==> src/rtl/enet_pkg.sv <==
// Shared definitions for the Ethernet PHY-interface mode-switch controller.
// Holds the controller state encoding, the standard interface mode codes and a
// one-hot decode helper used to drive the per-mode clock-gate enables.
package enet_pkg;

   // Controller states. LOCKED and ERR are the only states that take requests.
   typedef enum logic [2:0] {
      StDrain   = 3'd0,
      StWaitOff = 3'd1,
      StWaitOn  = 3'd2,
      StLocked  = 3'd3,
      StErr     = 3'd4
   } sw_state_e;

   // Mode codes as seen on {mii_select, rmii_select}.
   typedef enum logic [1:0] {
      ModeGmii  = 2'd0,
      ModeRgmii = 2'd1,
      ModeMii   = 2'd2,
      ModeRmii  = 2'd3
   } enet_mode_e;

   // Widest enable vector the decode helper supports; callers truncate.
   localparam int unsigned MaxModes = 32;

   function automatic logic [MaxModes-1:0] onehot_dec(input int unsigned code);
      logic [MaxModes-1:0] vec;
      vec = '0;
      if (code < MaxModes) begin
         vec[code[4:0]] = 1'b1;
      end
      return vec;
   endfunction

endpackage

==> src/rtl/enet_mode_switch_ctrl_if.sv <==
// Mode-change request handshake between a CSR/requester and the controller.
//   mode_req       requested mode code
//   mode_req_valid request valid, held by the requester until accepted
//   mode_req_ready controller can take a request this cycle
interface enet_mode_switch_ctrl_if #(
   parameter int unsigned MODE_W = 2
) ();

   logic [MODE_W-1:0] mode_req;
   logic              mode_req_valid;
   logic              mode_req_ready;

   modport master (
      output mode_req,
      output mode_req_valid,
      input  mode_req_ready
   );

   modport slave (
      input  mode_req,
      input  mode_req_valid,
      output mode_req_ready
   );

endinterface

==> src/rtl/enet_sw_timer.sv <==
// Per-state wait timer for the mode-switch controller.
//   clk, rst_n  system clock, asynchronous active-low reset
//   clear_i     restart the count from zero (state entry)
//   enable_i    count this cycle
//   expire_o    count has reached TIMEOUT_CYC-1, i.e. TIMEOUT_CYC cycles since clear
// The count saturates at the expiry value and never wraps.
module enet_sw_timer #(
   parameter int unsigned TIMEOUT_CYC = 1024
) (
   input  logic clk,
   input  logic rst_n,
   input  logic clear_i,
   input  logic enable_i,
   output logic expire_o
);

   localparam int unsigned CntW = $clog2(TIMEOUT_CYC + 1);
   localparam logic [CntW-1:0] ExpCnt = CntW'(TIMEOUT_CYC - 1);

   logic [CntW-1:0] cnt_q, cnt_d;

   always_comb begin
      cnt_d = cnt_q;
      if (clear_i) begin
         cnt_d = '0;
      end else if (enable_i && (cnt_q != ExpCnt)) begin
         cnt_d = cnt_q + CntW'(1);
      end
   end

   always_ff @(posedge clk or negedge rst_n) begin
      if (!rst_n) begin
         cnt_q <= '0;
      end else begin
         cnt_q <= cnt_d;
      end
   end

   assign expire_o = (cnt_q == ExpCnt);

endmodule

==> src/rtl/enet_mode_switch_ctrl.sv <==
// Ethernet PHY-interface mode-switch controller.
// Sequences a mode change: drain MAC traffic, hold the MAC, drop every per-mode
// clock enable, wait for the old clock to be confirmed off, enable the new one
// and wait for its lock. Brings up RST_MODE on its own after reset.
//   clk, rst_n              system clock, asynchronous active-low reset
//   req_if (slave)          mode_req / mode_req_valid / mode_req_ready handshake
//   tx_idle, rx_idle        MAC paths idle (clk-synchronous)
//   tx_ack, rx_ack          per-mode gate-enable-effective status (synchronised)
//   tx_clk_ena, rx_clk_ena  one-hot-or-zero gate enables
//   mac_hold                hold MAC during a switch
//   cur_mode                last successfully locked mode
//   txclk_lock, rxclk_lock  current mode locked (LOCKED state only)
//   switch_done             pulse: switch completed or same-mode request
//   drain_forced            pulse: drain gave up on idle and timed out
//   err_timeout             sticky: ack wait timed out
//   err_badmode             pulse: out-of-range mode request accepted
module enet_mode_switch_ctrl
   import enet_pkg::*;
#(
   parameter int unsigned NUM_MODES   = 4,
   parameter int unsigned MODE_W      = 2,
   parameter int unsigned RST_MODE    = 0,
   parameter int unsigned TIMEOUT_CYC = 1024
) (
   input  logic                  clk,
   input  logic                  rst_n,
   enet_mode_switch_ctrl_if.slave req_if,
   input  logic                  tx_idle,
   input  logic                  rx_idle,
   input  logic [NUM_MODES-1:0]  tx_ack,
   input  logic [NUM_MODES-1:0]  rx_ack,
   output logic [NUM_MODES-1:0]  tx_clk_ena,
   output logic [NUM_MODES-1:0]  rx_clk_ena,
   output logic                  mac_hold,
   output logic [MODE_W-1:0]     cur_mode,
   output logic                  txclk_lock,
   output logic                  rxclk_lock,
   output logic                  switch_done,
   output logic                  drain_forced,
   output logic                  err_timeout,
   output logic                  err_badmode
);

   localparam logic [MODE_W-1:0] RstMode = MODE_W'(RST_MODE);

   sw_state_e             state_q, state_d;
   logic [MODE_W-1:0]     tgt_q, tgt_d;
   logic [MODE_W-1:0]     cur_mode_q, cur_mode_d;
   logic [NUM_MODES-1:0]  ena_q, ena_d;
   logic                  mac_hold_q, mac_hold_d;
   logic                  switch_done_q, switch_done_d;
   logic                  drain_forced_q, drain_forced_d;
   logic                  err_timeout_q, err_timeout_d;
   logic                  err_badmode_q, err_badmode_d;

   logic                  ready;
   logic                  accept;
   logic                  req_bad;
   logic                  req_same;
   logic                  both_idle;
   logic                  acks_off;
   logic                  acks_on;
   logic                  in_locked;
   logic [NUM_MODES-1:0]  tgt_onehot;
   logic [NUM_MODES-1:0]  cur_onehot;
   logic                  tmr_clear;
   logic                  tmr_enable;
   logic                  tmr_expire;

   assign ready     = (state_q == StLocked) || (state_q == StErr);
   assign accept    = req_if.mode_req_valid & ready;
   assign req_bad   = (32'(req_if.mode_req) >= NUM_MODES);
   assign req_same  = (req_if.mode_req == cur_mode_q);
   assign both_idle = tx_idle & rx_idle;
   assign in_locked = (state_q == StLocked);

   assign tgt_onehot = NUM_MODES'(onehot_dec(32'(tgt_q)));
   assign cur_onehot = NUM_MODES'(onehot_dec(32'(cur_mode_q)));

   assign acks_off = ~(|tx_ack) & ~(|rx_ack);
   assign acks_on  = (|(tx_ack & tgt_onehot)) & (|(rx_ack & tgt_onehot));

   // Timer restarts on every state change and only runs in the wait states.
   assign tmr_clear  = (state_d != state_q);
   assign tmr_enable = (state_q == StDrain) || (state_q == StWaitOff) ||
                       (state_q == StWaitOn);

   enet_sw_timer #(
      .TIMEOUT_CYC(TIMEOUT_CYC)
   ) u_timer (
      .clk     (clk),
      .rst_n   (rst_n),
      .clear_i (tmr_clear),
      .enable_i(tmr_enable),
      .expire_o(tmr_expire)
   );

   always_comb begin
      state_d        = state_q;
      tgt_d          = tgt_q;
      cur_mode_d     = cur_mode_q;
      ena_d          = ena_q;
      mac_hold_d     = mac_hold_q;
      err_timeout_d  = err_timeout_q;
      switch_done_d  = 1'b0;
      drain_forced_d = 1'b0;
      err_badmode_d  = 1'b0;

      unique case (state_q)
         StLocked, StErr: begin
            if (accept) begin
               if (req_bad) begin
                  err_badmode_d = 1'b1;
               end else if (req_same && (state_q == StLocked)) begin
                  switch_done_d = 1'b1;
               end else begin
                  // From ERR even the old mode is a real switch.
                  tgt_d         = req_if.mode_req;
                  err_timeout_d = 1'b0;
                  state_d       = StDrain;
               end
            end
         end
         StDrain: begin
            if (both_idle || tmr_expire) begin
               state_d        = StWaitOff;
               ena_d          = '0;
               mac_hold_d     = 1'b1;
               drain_forced_d = ~both_idle;
            end
         end
         StWaitOff: begin
            // Enables only become non-zero here, after every ack is seen low,
            // so two enable bits can never be set together.
            if (acks_off) begin
               state_d = StWaitOn;
               ena_d   = tgt_onehot;
            end else if (tmr_expire) begin
               state_d       = StErr;
               ena_d         = '0;
               mac_hold_d    = 1'b1;
               err_timeout_d = 1'b1;
            end
         end
         StWaitOn: begin
            if (acks_on) begin
               state_d       = StLocked;
               mac_hold_d    = 1'b0;
               cur_mode_d    = tgt_q;
               switch_done_d = 1'b1;
            end else if (tmr_expire) begin
               state_d       = StErr;
               ena_d         = '0;
               mac_hold_d    = 1'b1;
               err_timeout_d = 1'b1;
            end
         end
         default: begin
            state_d       = StErr;
            ena_d         = '0;
            mac_hold_d    = 1'b1;
            err_timeout_d = 1'b1;
         end
      endcase
   end

   always_ff @(posedge clk or negedge rst_n) begin
      if (!rst_n) begin
         state_q        <= StWaitOff;
         tgt_q          <= RstMode;
         cur_mode_q     <= RstMode;
         ena_q          <= '0;
         mac_hold_q     <= 1'b1;
         switch_done_q  <= 1'b0;
         drain_forced_q <= 1'b0;
         err_timeout_q  <= 1'b0;
         err_badmode_q  <= 1'b0;
      end else begin
         state_q        <= state_d;
         tgt_q          <= tgt_d;
         cur_mode_q     <= cur_mode_d;
         ena_q          <= ena_d;
         mac_hold_q     <= mac_hold_d;
         switch_done_q  <= switch_done_d;
         drain_forced_q <= drain_forced_d;
         err_timeout_q  <= err_timeout_d;
         err_badmode_q  <= err_badmode_d;
      end
   end

   assign req_if.mode_req_ready = ready;
   assign tx_clk_ena   = ena_q;
   assign rx_clk_ena   = ena_q;
   assign mac_hold     = mac_hold_q;
   assign cur_mode     = cur_mode_q;
   assign txclk_lock   = in_locked & (|(tx_ack & cur_onehot));
   assign rxclk_lock   = in_locked & (|(rx_ack & cur_onehot));
   assign switch_done  = switch_done_q;
   assign drain_forced = drain_forced_q;
   assign err_timeout  = err_timeout_q;
   assign err_badmode  = err_badmode_q;

endmodule

==> src/flat_wrapper.sv <==
// flat-port wrapper written by rule: the top's interface ports become plain ports
module enet_mode_switch_ctrl_flat import enet_pkg::*;
#(
   parameter int unsigned NUM_MODES   = 4,
   parameter int unsigned MODE_W      = 2,
   parameter int unsigned RST_MODE    = 0,
   parameter int unsigned TIMEOUT_CYC = 1024
)
  (clk, rst_n, tx_idle, rx_idle, tx_ack, rx_ack, tx_clk_ena, rx_clk_ena, mac_hold, cur_mode, txclk_lock, rxclk_lock, switch_done, drain_forced, err_timeout, err_badmode, req_if_mode_req, req_if_mode_req_valid, req_if_mode_req_ready);
  enet_mode_switch_ctrl_if #(.MODE_W(MODE_W)) req_if_i ();
  input  logic clk;
  input  logic rst_n;
  input  logic tx_idle;
  input  logic rx_idle;
  input  logic [NUM_MODES-1:0] tx_ack;
  input  logic [NUM_MODES-1:0] rx_ack;
  output logic [NUM_MODES-1:0] tx_clk_ena;
  output logic [NUM_MODES-1:0] rx_clk_ena;
  output logic mac_hold;
  output logic [MODE_W-1:0] cur_mode;
  output logic txclk_lock;
  output logic rxclk_lock;
  output logic switch_done;
  output logic drain_forced;
  output logic err_timeout;
  output logic err_badmode;
  input wire logic [$bits(req_if_i.mode_req)-1:0] req_if_mode_req;
  input wire logic [$bits(req_if_i.mode_req_valid)-1:0] req_if_mode_req_valid;
  output wire logic [$bits(req_if_i.mode_req_ready)-1:0] req_if_mode_req_ready;
  assign req_if_i.mode_req = req_if_mode_req;
  assign req_if_i.mode_req_valid = req_if_mode_req_valid;
  assign req_if_mode_req_ready = req_if_i.mode_req_ready;
  enet_mode_switch_ctrl #(.NUM_MODES(NUM_MODES), .MODE_W(MODE_W), .RST_MODE(RST_MODE), .TIMEOUT_CYC(TIMEOUT_CYC)) u_core (.clk(clk), .rst_n(rst_n), .req_if(req_if_i), .tx_idle(tx_idle), .rx_idle(rx_idle), .tx_ack(tx_ack), .rx_ack(rx_ack), .tx_clk_ena(tx_clk_ena), .rx_clk_ena(rx_clk_ena), .mac_hold(mac_hold), .cur_mode(cur_mode), .txclk_lock(txclk_lock), .rxclk_lock(rxclk_lock), .switch_done(switch_done), .drain_forced(drain_forced), .err_timeout(err_timeout), .err_badmode(err_badmode));
endmodule
==> config.mk <==
export PLATFORM = sky130hd
export DESIGN_NAME = enet_mode_switch_ctrl_flat
export DESIGN_NICKNAME = d
export VERILOG_FILES = /design/src/rtl/enet_pkg.sv /design/src/rtl/enet_mode_switch_ctrl_if.sv /design/src/rtl/enet_sw_timer.sv /design/src/rtl/enet_mode_switch_ctrl.sv /design/src/flat_wrapper.sv
export SDC_FILE = /design/constraint.sdc
export NUM_CORES = 1
export LEC_CHECK = 0
export ABC_AREA = 1
export BUFFER_PORTS_ARGS = -buffer_cell sky130_fd_sc_hd__buf_2
export CORE_AREA = 2 2 60 62
export CTS_CLUSTER_SIZE = 25
export DETAILED_ROUTE_END_ITERATION = 10
export DIE_AREA = 0 0 62 64
export PLACE_DENSITY_LB_ADDON = 0.12
export SETUP_SLACK_MARGIN = 0.5
export SLEW_MARGIN = 5
export SYNTH_ARGS = -nofsm -noshare
export SYNTH_HDL_FRONTEND = slang
export SYNTH_SLANG_ARGS = --single-unit
==> constraint.sdc <==
create_clock -name clk -period 2 [get_ports clk]
set_input_delay 0.4 -clock clk [delete_from_list [all_inputs] [get_ports clk]]
set_output_delay 0.4 -clock clk [all_outputs]
set_load 0.01 [all_outputs]
After elaboration in Yosys (flattened, before gate mapping)
Cells that the tools add are included.

operators by class
  add/sub/neg operators = 1
  $lt $le $gt $ge = 4
  equality and inequality tests = 13
  mux-type cells = 35
  bitwise logic cells = 16
  reductions and logical operators = 22

operator list
  operator               count
  $reduce_or 4->1        6
  $mux 11                2
  $mux 3                 6
  $and 4x4->4            4
  $mux 1                 16
  $mux 4                 4
  $pmux 4 s4             1
  $lt 2x6->1 const B     2
  $pmux 3 s4             1
  $add 11x1->11 const B  1
  $eq 11x10->1 const B   1
  $ne 11x10->1 const B   1
  $reduce_and 3->1       3
  $ne 2x2->1 const B     4
  $pmux 1 s4             2
  $and 1x1->1            6
  $eq 3x2->1 const B     2
  $not 1->1              6
  $reduce_and 5->1       1
  $demux 1 s2            2
  $ge 2x1->1 const B     2
  $logic_and 1x1->1      4
  $logic_or 1x1->1       4
  $eq 3x1->1 const B     1
  other kinds (9)        9

word-level totals
  flip-flop bits (word level) = 26
  input port bits = 15

Longest topological paths before layout
Gate-level depths: netlist (run 1).

  depth after elaboration = 11
  gate-level depth with buffers = 15

Cells and area by module
From an unflattened synthesis (run 1), not the netlist that was laid out.

unflattened totals
  cell total of the unflattened synthesis = 269
  area, all modules = 1864.3 µm²

by module, submodules not included
  module                 instances  cells an instance  area an instance (µm²)
  enet_mode_switch_ctrl  1          168                1157.4
  enet_sw_timer          1          101                706.9

Worst setup path before layout (run 1)
No wires, ideal clock.

  path kind = reg-to-reg
  from = reg u_core.u_timer.cnt_q[0]
  to = reg u_core.u_timer.cnt_q[7]
  setup time = 120 ps
  data arrival time = 1628 ps
  data required time = 1880 ps
  path slack = 252 ps
  cell stages (with the launch flop) = 12
  buffers on the path = 0
  clock period less this slack = 1748 ps
  path through = dfrtp_1 > ha_1 > inv_1 > nor2_1 > nand3_1 > nand2_2 > inv_1 > nand3_2 > nor2_1 > nand2_1 > xor2_1 > nor2_2

on the way
  cells in the longest elaborated chain, start to end = 6
  elaborated cells between the ends (all ways) = 14
  those cells by class = 1 x add/sub; 3 x eq/ne; 7 x mux; 3 x reduce/logical

ends and longest elaborated chain
  item                                          line                                                                                      text
  start: declaration                            enet_sw_timer.sv:20                                                                       logic [CntW-1:0] cnt_q, cnt_d;
  start signal: assignment                      enet_sw_timer.sv:35                                                                       cnt_q <= cnt_d;
  $eq 11x10->1                                  enet_sw_timer.sv:39                                                                       assign expire_o = (cnt_q == ExpCnt);
  $mux 3 or $logic_or 1x1->1 (tied branches)    enet_mode_switch_ctrl.sv:138, enet_mode_switch_ctrl.sv:151, enet_mode_switch_ctrl.sv:125
  $mux 3, on equally long branches              enet_mode_switch_ctrl.sv:146, enet_mode_switch_ctrl.sv:125, enet_mode_switch_ctrl.sv:135
  $pmux 3 s4                                    enet_mode_switch_ctrl.sv:109                                                              unique case (state_q)
  $ne 3x3->1                                    enet_mode_switch_ctrl.sv:84                                                               assign tmr_clear = (state_d != state_q);
  $mux 11 or $reduce_bool 2->1 (tied branches)  n/a

Several ways; a longest one is shown, not always the timed one. The select of a mux whose other input is x is not followed.
A chain may end at the register's enable or synchronous reset.

Worst setup path in the final report (run 1)
  from = reg u_core.state_q[0]
  to = reg u_core.u_timer.cnt_q[0]

on the way
  cells in the longest elaborated chain, start to end = 7
  elaborated cells between the ends (all ways) = 22
  those cells by class = 5 x eq/ne; 8 x mux; 1 x bitwise; 8 x reduce/logical

ends and longest elaborated chain
  item                                                   line                                                                                     text
  start: declaration                                     enet_mode_switch_ctrl.sv:46                                                              sw_state_e state_q, state_d;
  start signal: assignment                               enet_mode_switch_ctrl.sv:169                                                             state_q <= StWaitOff;
  start signal: assignment                               enet_mode_switch_ctrl.sv:179                                                             state_q <= state_d;
  $eq 3x2->1 or $eq 3x3->1 (tied branches)               enet_mode_switch_ctrl.sv:70, enet_mode_switch_ctrl.sv:109, enet_mode_switch_ctrl.sv:114
  $logic_and 1x1->1 or $logic_or 1x1->1 (tied branches)  enet_mode_switch_ctrl.sv:114, enet_mode_switch_ctrl.sv:70
  $mux 3 or $and 1x1->1 (tied branches)                  enet_mode_switch_ctrl.sv:114, enet_mode_switch_ctrl.sv:71
  $mux 3                                                 enet_mode_switch_ctrl.sv:111                                                             if (accept) begin
  $pmux 3 s4 *                                           enet_mode_switch_ctrl.sv:109
  named net u_core.state_d[1]                            enet_mode_switch_ctrl.sv:46
  $ne 3x3->1 *                                           enet_mode_switch_ctrl.sv:84
  $mux 11 or $reduce_bool 2->1 (tied branches)           n/a

Mark *: on every way through the listed nets, which the timed path passes. The rest lies on a longest branch.

==> flow_summary.json, run 1 <==
{
  "cts_hold_buf": 0,
  "place_inst": 317,
  "drt_iter0_markers": 159,
  "clockRootBuffer": "clkbuf_4",
  "cts_buffer_depth": 2,
  "drv_cap": 0,
  "dieArea_mm2": 0.00397,
  "drtAntennaViolNets": 0,
  "drive_gt1_share_pct": 49.8,
  "syn_avg_cell_area_um2": 7.33,
  "nets": 314,
  "ys_ff_latch": 26,
  "die_w_um": 62,
  "cts_tree": "done",
  "grt_pass1_vias": 1569,
  "slowest_delay_ns": 0.66,
  "post-route-util_pct": 75.6,
  "start_util_pct": 52.9,
  "clkSinkCount": 26,
  "max_slew_margin_pct": 61.1,
  "worst_slack_ns": -0.0770,
  "syn_inst": 237,
  "wire_per_inst_um": 14.3,
  "fin_crit_sh_pct": 104,
  "boundaryPins": 33,
  "rr_worst_depth": 12,
  "p_per_area_mw_per_mm2": 646,
  "crit_type": "register to register",
  "reg2reg_setup_slack_ns": -0.08,
  "n_antenna_cell": 0,
  "crit_required_ns": 2.28,
  "crit_family": "simple AND/OR/NAND/NOR gates",
  "syn_to_final_growth_pct": 42.9,
  "gr-total-overflow": 0,
  "min_path_type": "input pin to async pin",
  "yosys_warnings": 0,
  "irDropWorstVdd_mv": 0.489,
  "violations": "negative setup slack",
  "clkLatencyLatePin_ns": 0.33,
  "worst_slew_pin_slew_ns": 0.584,
  "rows": 21,
  "fmax_mhz": 481,
  "gp_congestion": 0.852,
  "finalWirelength_mm": 4.92,
  "cp-end-kind": "register",
  "final_cells": 343,
  "hold_viol": 0,
  "htreeDepth": 1,
  "drc": 0,
  "status": "complete, but fails checks",
  "total_power_w": 0.00160,
  "start_kind": "register",
  "dpl.hpwl_mm": 2.93,
  "syn_nets": 253,
  "track_usage_pct": 23.5,
  "drt-pass1-iter-count": 4,
  "via_count": 1834,
  "cp_slowest_cell": "dfstp_2",
  "vias_per_cell": 5.35,
  "crit_cells": 12,
  "netlist_area_mm2": 0.00174,
  "yosysSeqAreaShare_pct": 37.6,
  "grt_max_degree": 27,
  "antenna_found_initial": 0,
  "worstPathArrival_ns": 2.35,
  "path_max_fanout": 5,
  "drv_slew": 0,
  "worstReg2RegEnd": "u_core.u_timer.cnt_q[0]",
  "layout.cells.most_common": "nand2_1",
  "hold_slack_ns": 0.0367,
  "grt_pass1_wl_mm": 7.01,
  "rsz0062_at_grt": "true",
  "cts_buffers": 3,
  "layout_common_cells": "nand2_1, buf_2, inv_1, buf_4, nand3_1",
  "period_minus_slack_ns": 2.08,
  "core_area_mm2": 0.00328,
  "r2r-start": "u_core.state_q[0]",
  "yosys.cell_types.count": 31,
  "fin_area_mm2": 0.00248,
  "place_area_mm2": 0.00198,
  "die-height_um": 64,
  "port_buffers": 31,
  "leakage_nw": 1.26,
  "critPathLaunch": "u_core.state_q[0]",
  "path_cells": "inv_4, nor3_4, buf_6, nand2_4, nand2_2, nand3_1, nand2_2, nand2_1, nand2_1, nand3_2, buf_6, nor2_2",
  "critical_path_buf_inv_count": 3,
  "setup_viol": 11,
  "clkSlewWorstSetupHoldPaths_ns": 0.15,
  "skew_ns": 0.00689
}
-- worst max path at each step --
stage                                           to  slack [ns]
after detailed placement   u_core.u_timer.cnt_q[0]        0.09
after global placement     u_core.u_timer.cnt_q[4]        0.18
after floorplan           u_core.u_timer.cnt_q[10]        0.35
after CTS                               txclk_lock        0.06
after global routing       u_core.u_timer.cnt_q[0]       -0.12
final                      u_core.u_timer.cnt_q[0]       -0.08
-- sequential cells by signal (all words and copies together) (netlist names), 2 cells and up --
signal	count
u_core.cur_mode	2
u_core.rx_clk_ena	4
u_core.state_q	3
u_core.tgt_q	2
u_core.u_timer.cnt_q	11
-- cells in the mapped netlist, drive strengths merged --
cell type,count,share of area (%)
o31ai,2,0.86
nor3,2,0.86
dfrtp,24,35
o211a,1,0.58
inv,36,7.8
clkbuf,1,0.29
xor2,5,2.5
o22ai,3,1.1
o21bai,2,0.86
ha,1,0.72
a41oi,2,1.0
nor2,34,11
buf,8,4.1
a21oi,2,0.58
dfstp,2,3.0
conb,1,0.22
o21ai,13,3.7
and3,1,0.36
xnor2,1,0.50
nand4,4,1.4
nand2,66,16
nand3,26,8.6
-- worst register-to-register path, stage by stage, from the launching register on --
cell,delay [ns]
dfstp_2,0.66
inv_4,0.08
nor3_4,0.28
buf_6,0.15
nand2_4,0.07
nand2_2,0.12
nand3_1,0.11
nand2_2,0.08
nand2_1,0.05
nand2_1,0.09
nand3_2,0.10
buf_6,0.16
nor2_2,0.08
-- layer usage --
metal  track usage, %  wire [um]  up-vias
li1                 -          -      862
met1             33.8       2100      840
met2             35.4       2270      103
met3             3.24        319       29
met4             8.78        231        0
met5                0          0        -
-- logic make-up (layout without fill, tap and decap cells) --
group                      count (synthesis)  after routing  share of synthesized area [%]
other                                      1              1                          0.216
xor gates and xnor gates                   6              6                           3.02
adders and majority gates                  1              1                          0.720
DFF                                       26             26                           37.6
buffers and inverters                     45            105                           12.2
AOI/OAI and AO/OA                         25             25                           8.71
and+or+nand+nor                          133            133                           37.6
-- metrics by stage --
stage / TNS (ns) / setup slack, ns
4_1_cts: 0 / 0.0634
6_report: -0.721 / -0.0770
5_1_grt: -1.17 / -0.119
3_5_place_dp: 0 / 0.0927
3_3_place_gp: 0 / 0.184
2_1_floorplan: 0 / 0.349
-- timing repair --
action / in CTS / in global routing
gates resized for setup: 40 / 40
pin swaps: 2 / 14
cloned: 0 / 0
setup buffers: 12 / 10
setup endpoints to repair: 25 / 30
-- area by class of cell --
cell class / instances / area (um2)
clock buffer: 3 / 22.5
clock inverter: 1 / 30.0
fill: 206 / 801
inverter: 36 / 140
multi-input combinational: 166 / 1110
sequential: 26 / 659
tap: 46 / 57.6
timing repair buffer: 65 / 468
-- power breakdown --
part / switching, W / internal [W] / total [W]
sequential: 0.0000910 / 0.000593 / 0.000684
combinational: 0.000310 / 0.000239 / 0.000549
clock: 0.000168 / 0.000203 / 0.000371
total: 0.000569 / 0.00103 / 0.00160
No activity file was read; power rests on OpenSTA's default activity.
==> run 2, diff against run 1 <==
REMOVE_ABC_BUFFERS = 1   (was not set)
==> run 2 against run 1 <==
Effect of this change: the flow now finishes without violations; cell count down 0.58%; final area down 7.4%; fmax up 6.3%; sequential share of layout area up 2.1 points; clock skew up 0.00089 ns; hold slack better by 0.019 ns; via count down 6.5%; sequential power down 1%; largest cell class unchanged; largest power group unchanged; highest routed layer unchanged.
==> flow_summary.json, run 2 (synthesis results as in run 1) <==
{
  "status": "finished, final reports clean",
  "drv_slew": 0,
  "irDropWorstVdd_mv": 0.367,
  "drtAntennaViolNets": 0,
  "leakage_nw": 1.18,
  "preCtsSetupSlack_ns": 0.0924,
  "gp_congestion": 0.934,
  "cts_tree": "done",
  "clkLatencyLatePin_ns": 0.32,
  "grt_max_degree": 27,
  "p_sw_share_pct": 35.3,
  "start_util_pct": 52.9,
  "gr-max-usage-layer": "met2",
  "period_minus_slack_ns": 1.95,
  "path_max_fanout": 11,
  "grt_pass1_vias": 1602,
  "syn_to_final_growth_pct": 32.4,
  "grt_util_met2_pct": 34.8,
  "place_inst": 317,
  "wire_per_inst_um": 12.4,
  "max_slew_margin_pct": 61.6,
  "cp-end-kind": "register",
  "clkSinkCount": 26,
  "gr-total-overflow": 0,
  "core_area_mm2": 0.00328,
  "htreeDepth": 1,
  "track_usage_pct": 23.1,
  "p_comb_share_pct": 36.1,
  "die-height_um": 64,
  "reg2reg_setup_slack_ns": 0.05,
  "fill_cells": 293,
  "cts_buffer_depth": 2,
  "rr_worst_depth": 13,
  "drive_gt1_share_pct": 43.7,
  "fin_crit_sh_pct": 97.7,
  "n_antenna_cell": 0,
  "finalWirelength_mm": 4.21,
  "cts_buffers": 3,
  "worst_slack_ns": 0.0456,
  "worst_slew_pin_slew_ns": 0.577,
  "largest_register_ffs": 11,
  "p_per_area_mw_per_mm2": 641,
  "layout_common_cells": "nand2_1, buf_2, inv_1, buf_4",
  "min_path_type": "input pin to async pin",
  "vias_per_cell": 5.03,
  "clockPowerShare_pct": 18.1,
  "cts_hold_buf": 0,
  "grt_pass1_wl_mm": 6.98,
  "clkSlewWorstSetupHoldPaths_ns": 0.14,
  "total_power_w": 0.00148,
  "rows": 21,
  "met3_usage_pct": 3.64,
  "layout.cells.most_common": "nand2_1",
  "skew_ns": 0.00778,
  "final_cells": 341,
  "fin_setup_tns_ns": 0,
  "port_buffers": 31,
  "setup_viol": 0,
  "crit_required_ns": 2.23,
  "start_kind": "register",
  "post-route-util_pct": 70.1,
  "antenna_found_initial": 0,
  "drv_cap": 0,
  "fmax_mhz": 512,
  "dieArea_mm2": 0.00397,
  "rsz0062_at_grt": "true",
  "internal_power_w": 0.000955,
  "drt_iter0_markers": 66,
  "power_frac_seq_pct": 45.8,
  "worstPathArrival_ns": 2.19,
  "die_w_um": 62,
  "boundaryPins": 33,
  "via_count": 1715,
  "crit_type": "register to register",
  "hold_viol": 0,
  "regMostFlops": "u_core.u_timer.cnt_q",
  "drc": 0,
  "drt-pass1-iter-count": 4,
  "p_sw_w": 0.000520,
  "clockRootBuffer": "clkbuf_4",
  "nets": 312,
  "dpl.hpwl_mm": 2.84,
  "use_met1_pct": 32.5
}
==> run 2: cell type report <==
type	instances	area (um2)	share of cell area [%]
Multi-Input combinational cell	166	990	43.0
Clock buffer	4	36.3	1.58
Inverter	36	140	6.09
Tap cell	46	57.6	2.50
Sequential cell	26	658	28.6
Timing Repair Buffer	63	419	18.2
==> run 2: power groups by stage <==
stage	Sequential (W)	Clock [W]	Combinational, W
floorplan	0.000678	0	0.000266
finish	0.000676	0.000266	0.000533
global placement	0.000682	0	0.000402
detailed placement	0.000682	0	0.000402
CTS	0.000674	0.000277	0.000483
global route	0.000688	0.000298	0.000607
==> run 2: worst max-delay path, stage by stage (launching register included) <==
cell and delay, ns:
dfstp_2 0.58, buf_6 0.10, inv_4 0.04, nand2_2 0.06
nand2_2 0.08, nand2_4 0.09, nor2_4 0.04, nand2_2 0.09
nand3_2 0.11, o21ai_0 0.31, nand2_2 0.08, nand3_2 0.09
buf_12 0.14, nor2_1 0.05
==> run 2: worst paths after layout <==
path / from / to
setup / recovery: u_core.state_q[0] / u_core.u_timer.cnt_q[0]
max in group asynchronous: rst_n / u_core.tgt_q[1]
min in group clk: req_if_mode_req[0] / u_core.tgt_q[0]
hold / removal: rst_n / u_core.u_timer.cnt_q[7]
setup reg to reg: u_core.state_q[0] / u_core.u_timer.cnt_q[0]
hold reg to reg: u_core.mac_hold / u_core.mac_hold
==> run 2: timing repair <==
item,CTS,global route
pin swaps,2,5
resized for setup,23,17
gates cloned,0,0
setup buffers,15,5
setup endpoints to repair,22,27
==> run 2: through the flow <==
step	instance area [um2]	hold WS, ns
floorplan	1660	0.104
global placement	1980	0.437
detailed placement	1980	0.429
CTS	2190	0.0619
global route	2300	0.0960
finish	2300	0.0556
==> run 2: routing by layer <==
layer	share of wire (%)	up-vias
met5	0	-
met2	48	46
met1	45	788
li1	-	867
met3	4.3	14
met4	2.6	0
==> run 3, diff against run 2 <==
ABC_AREA = not set   (was 1)
==> run 3 against run 2 <==
Effect of this change: hold slack got worse by 0.025 ns; critical path type unchanged; the run now ends with negative setup slack left; highest routed layer unchanged; power increased by 79%; utilization is 13 points higher.
==> flow_summary.json, run 3 <==
{
  "dpl.hpwl_mm": 3.24,
  "synth_simple_gate_area_share_pct": 25.6,
  "cts_hold_buf": 0,
  "die-height_um": 64,
  "synthTopCellsByCount": "dfrtp_1, nand2_1, nor4_2",
  "yosys_warnings": 0,
  "grt_pass1_wl_mm": 8.71,
  "synth_area_leaders": "dfrtp_1, nor4_2, xnor2_1",
  "yosys.cell_types.count": 49,
  "worstPathArrival_ns": 2.33,
  "violations": "negative setup slack",
  "status": "complete, but fails checks",
  "setup_viol": 8,
  "path_max_fanout": 11,
  "clkSinkCount": 26,
  "via_count": 1821,
  "muxShareOfSynthArea_pct": 8.52,
  "dieArea_mm2": 0.00397,
  "nets": 266,
  "layout.cells.most_common": "buf_4",
  "preCtsSetupSlack_ns": -0.102,
  "start_kind": "register",
  "drv_slew": 0,
  "irDropWorstVdd_mv": 0.580,
  "clockRootBuffer": "clkbuf_4",
  "gr-total-overflow": 0,
  "start_util_pct": 54.1,
  "finalWirelength_mm": 6.14,
  "synth_fa_ha_area_share_pct": 0.704,
  "vias_per_cell": 6.17,
  "reg2reg_setup_slack_ns": -0.07,
  "grt_util_met2_pct": 47.8,
  "synth_compound_area_share_pct": 15.2,
  "fill_cells": 161,
  "drc": 0,
  "r2r-start": "u_core.tgt_q[1]",
  "clkLatencyLatePin_ns": 0.35,
  "slowest_delay_ns": 0.62,
  "drt_iter0_markers": 183,
  "cp-end-kind": "register",
  "cts_buffer_depth": 2,
  "synth_edf_count": 0,
  "crit_required_ns": 2.26,
  "synth_ff_type": "dfrtp_1",
  "htreeDepth": 1,
  "hold_viol": 0,
  "regMostFlops": "u_core.u_timer.cnt_q",
  "worst_slack_ns": -0.0672,
  "grt_pass1_vias": 1767,
  "drtAntennaViolNets": 0,
  "synth-xor-area-share_pct": 5.42,
  "met3_usage_pct": 4.86,
  "use_met1_pct": 39.2,
  "worstReg2RegEnd": "u_core.u_timer.cnt_q[4]",
  "yosysTopAreaCellShare_pct": 33.8,
  "netlist_area_mm2": 0.00178,
  "min_path_type": "input pin to async pin",
  "die_w_um": 62,
  "syn_inst": 175,
  "p_per_area_mw_per_mm2": 969,
  "boundaryPins": 33,
  "drive_gt1_share_pct": 60.6,
  "leakage_nw": 1.23,
  "crit_type": "register to register",
  "largest_register_ffs": 11,
  "antenna_found_initial": 0,
  "port_buffers": 31,
  "cts_tree": "done",
  "ys_ff_latch": 26,
  "rr_worst_depth": 6,
  "netlist.top_cell.by_area": "dfrtp_1",
  "synth_top_family_by_area": "simple AND/OR/NAND/NOR gates",
  "clkSlewWorstSetupHoldPaths_ns": 0.16,
  "period_minus_slack_ns": 2.07,
  "syn_to_final_growth_pct": 53.6,
  "hold_slack_ns": 0.0310,
  "yosysMostFrequentCell": "dfrtp_1",
  "track_usage_pct": 29.9,
  "critPathLaunch": "u_core.tgt_q[1]",
  "cts_buffers": 3,
  "async_reset_ff_share_pct": 100,
  "rows": 21,
  "syn_avg_cell_area_um2": 10.2,
  "cp_slowest_cell": "mux4_2",
  "gr-max-usage-layer": "met2",
  "drt-pass1-iter-count": 4,
  "skew_ns": 0.00548,
  "layout_common_cells": "buf_4, buf_2, dfrtp_1, buf_6, nand2_1",
  "yosysSeqAreaShare_pct": 36.7,
  "gp_congestion": 0.943,
  "path_cells": "inv_2, mux4_2, o32ai_4, and3b_2, buf_12, nor4_2",
  "rsz0062_at_grt": "true",
  "grt_max_degree": 27,
  "drv_cap": 0,
  "n_antenna_cell": 0,
  "wire_per_inst_um": 20.8,
  "max_slew_margin_pct": 58.3,
  "worst_slew_pin_slew_ns": 0.620,
  "core_area_mm2": 0.00328,
  "fmax_mhz": 484,
  "fin_crit_sh_pct": 103,
  "cp-endpoint": "u_core.u_timer.cnt_q[4]"
}
-- run 3: changes by cell type after synthesis, moves of 10 or more --
cell / before / now
nor2_1: 19 / 7
nor2_2: 13 / 0
nand2_1: 56 / 18
nand2_2: 10 / 0
nand3_1: 22 / 4
nor4_2: 0 / 12
inv_1: 30 / 8
-- run 3: critical path, delay by kind of cell (launching register included) --
kind	cells	cell delay [ns]
mux	1	0.62
flops	1	0.42
compound gates	1	0.16
buf+inv	2	0.24
simple gates	2	0.54
-- run 3: final cells by class --
cell class	instances	area, um2	share of cell area [%]
Clock inverter	1	30.0	1.10
Tap cell	46	57.6	2.11
Multi-Input combinational cell	125	1260	46.1
Inverter	9	33.8	1.24
Clock buffer	3	22.5	0.825
Timing Repair Buffer	85	671	24.6
Sequential cell	26	657	24.1
-- run 3: what timing repair did --
action                     4_1_cts  5_1_grt
cloned                           1        1
resized for setup               45       29
setup endpoints to repair       26       30
buffers inserted                22        8
pin swaps                       18       17
-- run 3: how the worst min path moves through the flow --
stage / startpoint / to / slack (ns) / cells after the start
CTS: rst_n / u_core.drain_forced / 0.05 / 1
finish: rst_n / u_core.drain_forced / 0.03 / 1
floorplan: rst_n / u_core.cur_mode[0] / 0.10 / 0
global route: rst_n / u_core.u_timer.cnt_q[0] / 0.07 / 1
global placement: rst_n / u_core.drain_forced / 0.43 / 1
detailed placement: rst_n / u_core.drain_forced / 0.44 / 1
-- run 3: cell families (layout without fill, tap and decap cells) --
group	Yosys count	in the layout
mux	11	11
buf+inv	24	98
fa+ha+maj	1	1
xor+xnor	11	11
flops	26	26
other cells	1	1
compound gates	34	34
simple gates	67	67
-- run 3: per-stage QoR --
step / util [%] / TNS (ns) / power, W / std cells / cell area [um2]
6_report: 83.1 / -0.297 / 0.00265 / 295 / 2730
5_1_grt: 83.1 / -1.14 / 0.00276 / 295 / 2730
4_1_cts: 76.6 / 0 / 0.00229 / 286 / 2520
3_5_place_dp: 63.3 / -0.631 / 0.00156 / 259 / 2080
3_3_place_gp: 63.3 / -0.159 / 0.00153 / 259 / 2080
2_1_floorplan: - / -2.75 / 0.00121 / 160 / 1680
-- run 3: per-layer routing --
metal	share of wire (%)	wire (um)
met2	53	3250
met1	37	2290
met5	0	0
met4	2.8	174
met3	6.9	422
-- run 3: power by group --
group	switching [W]	internal, W
sequential	0.0000982	0.000618
clock	0.000183	0.000203
combinational	0.000756	0.000787
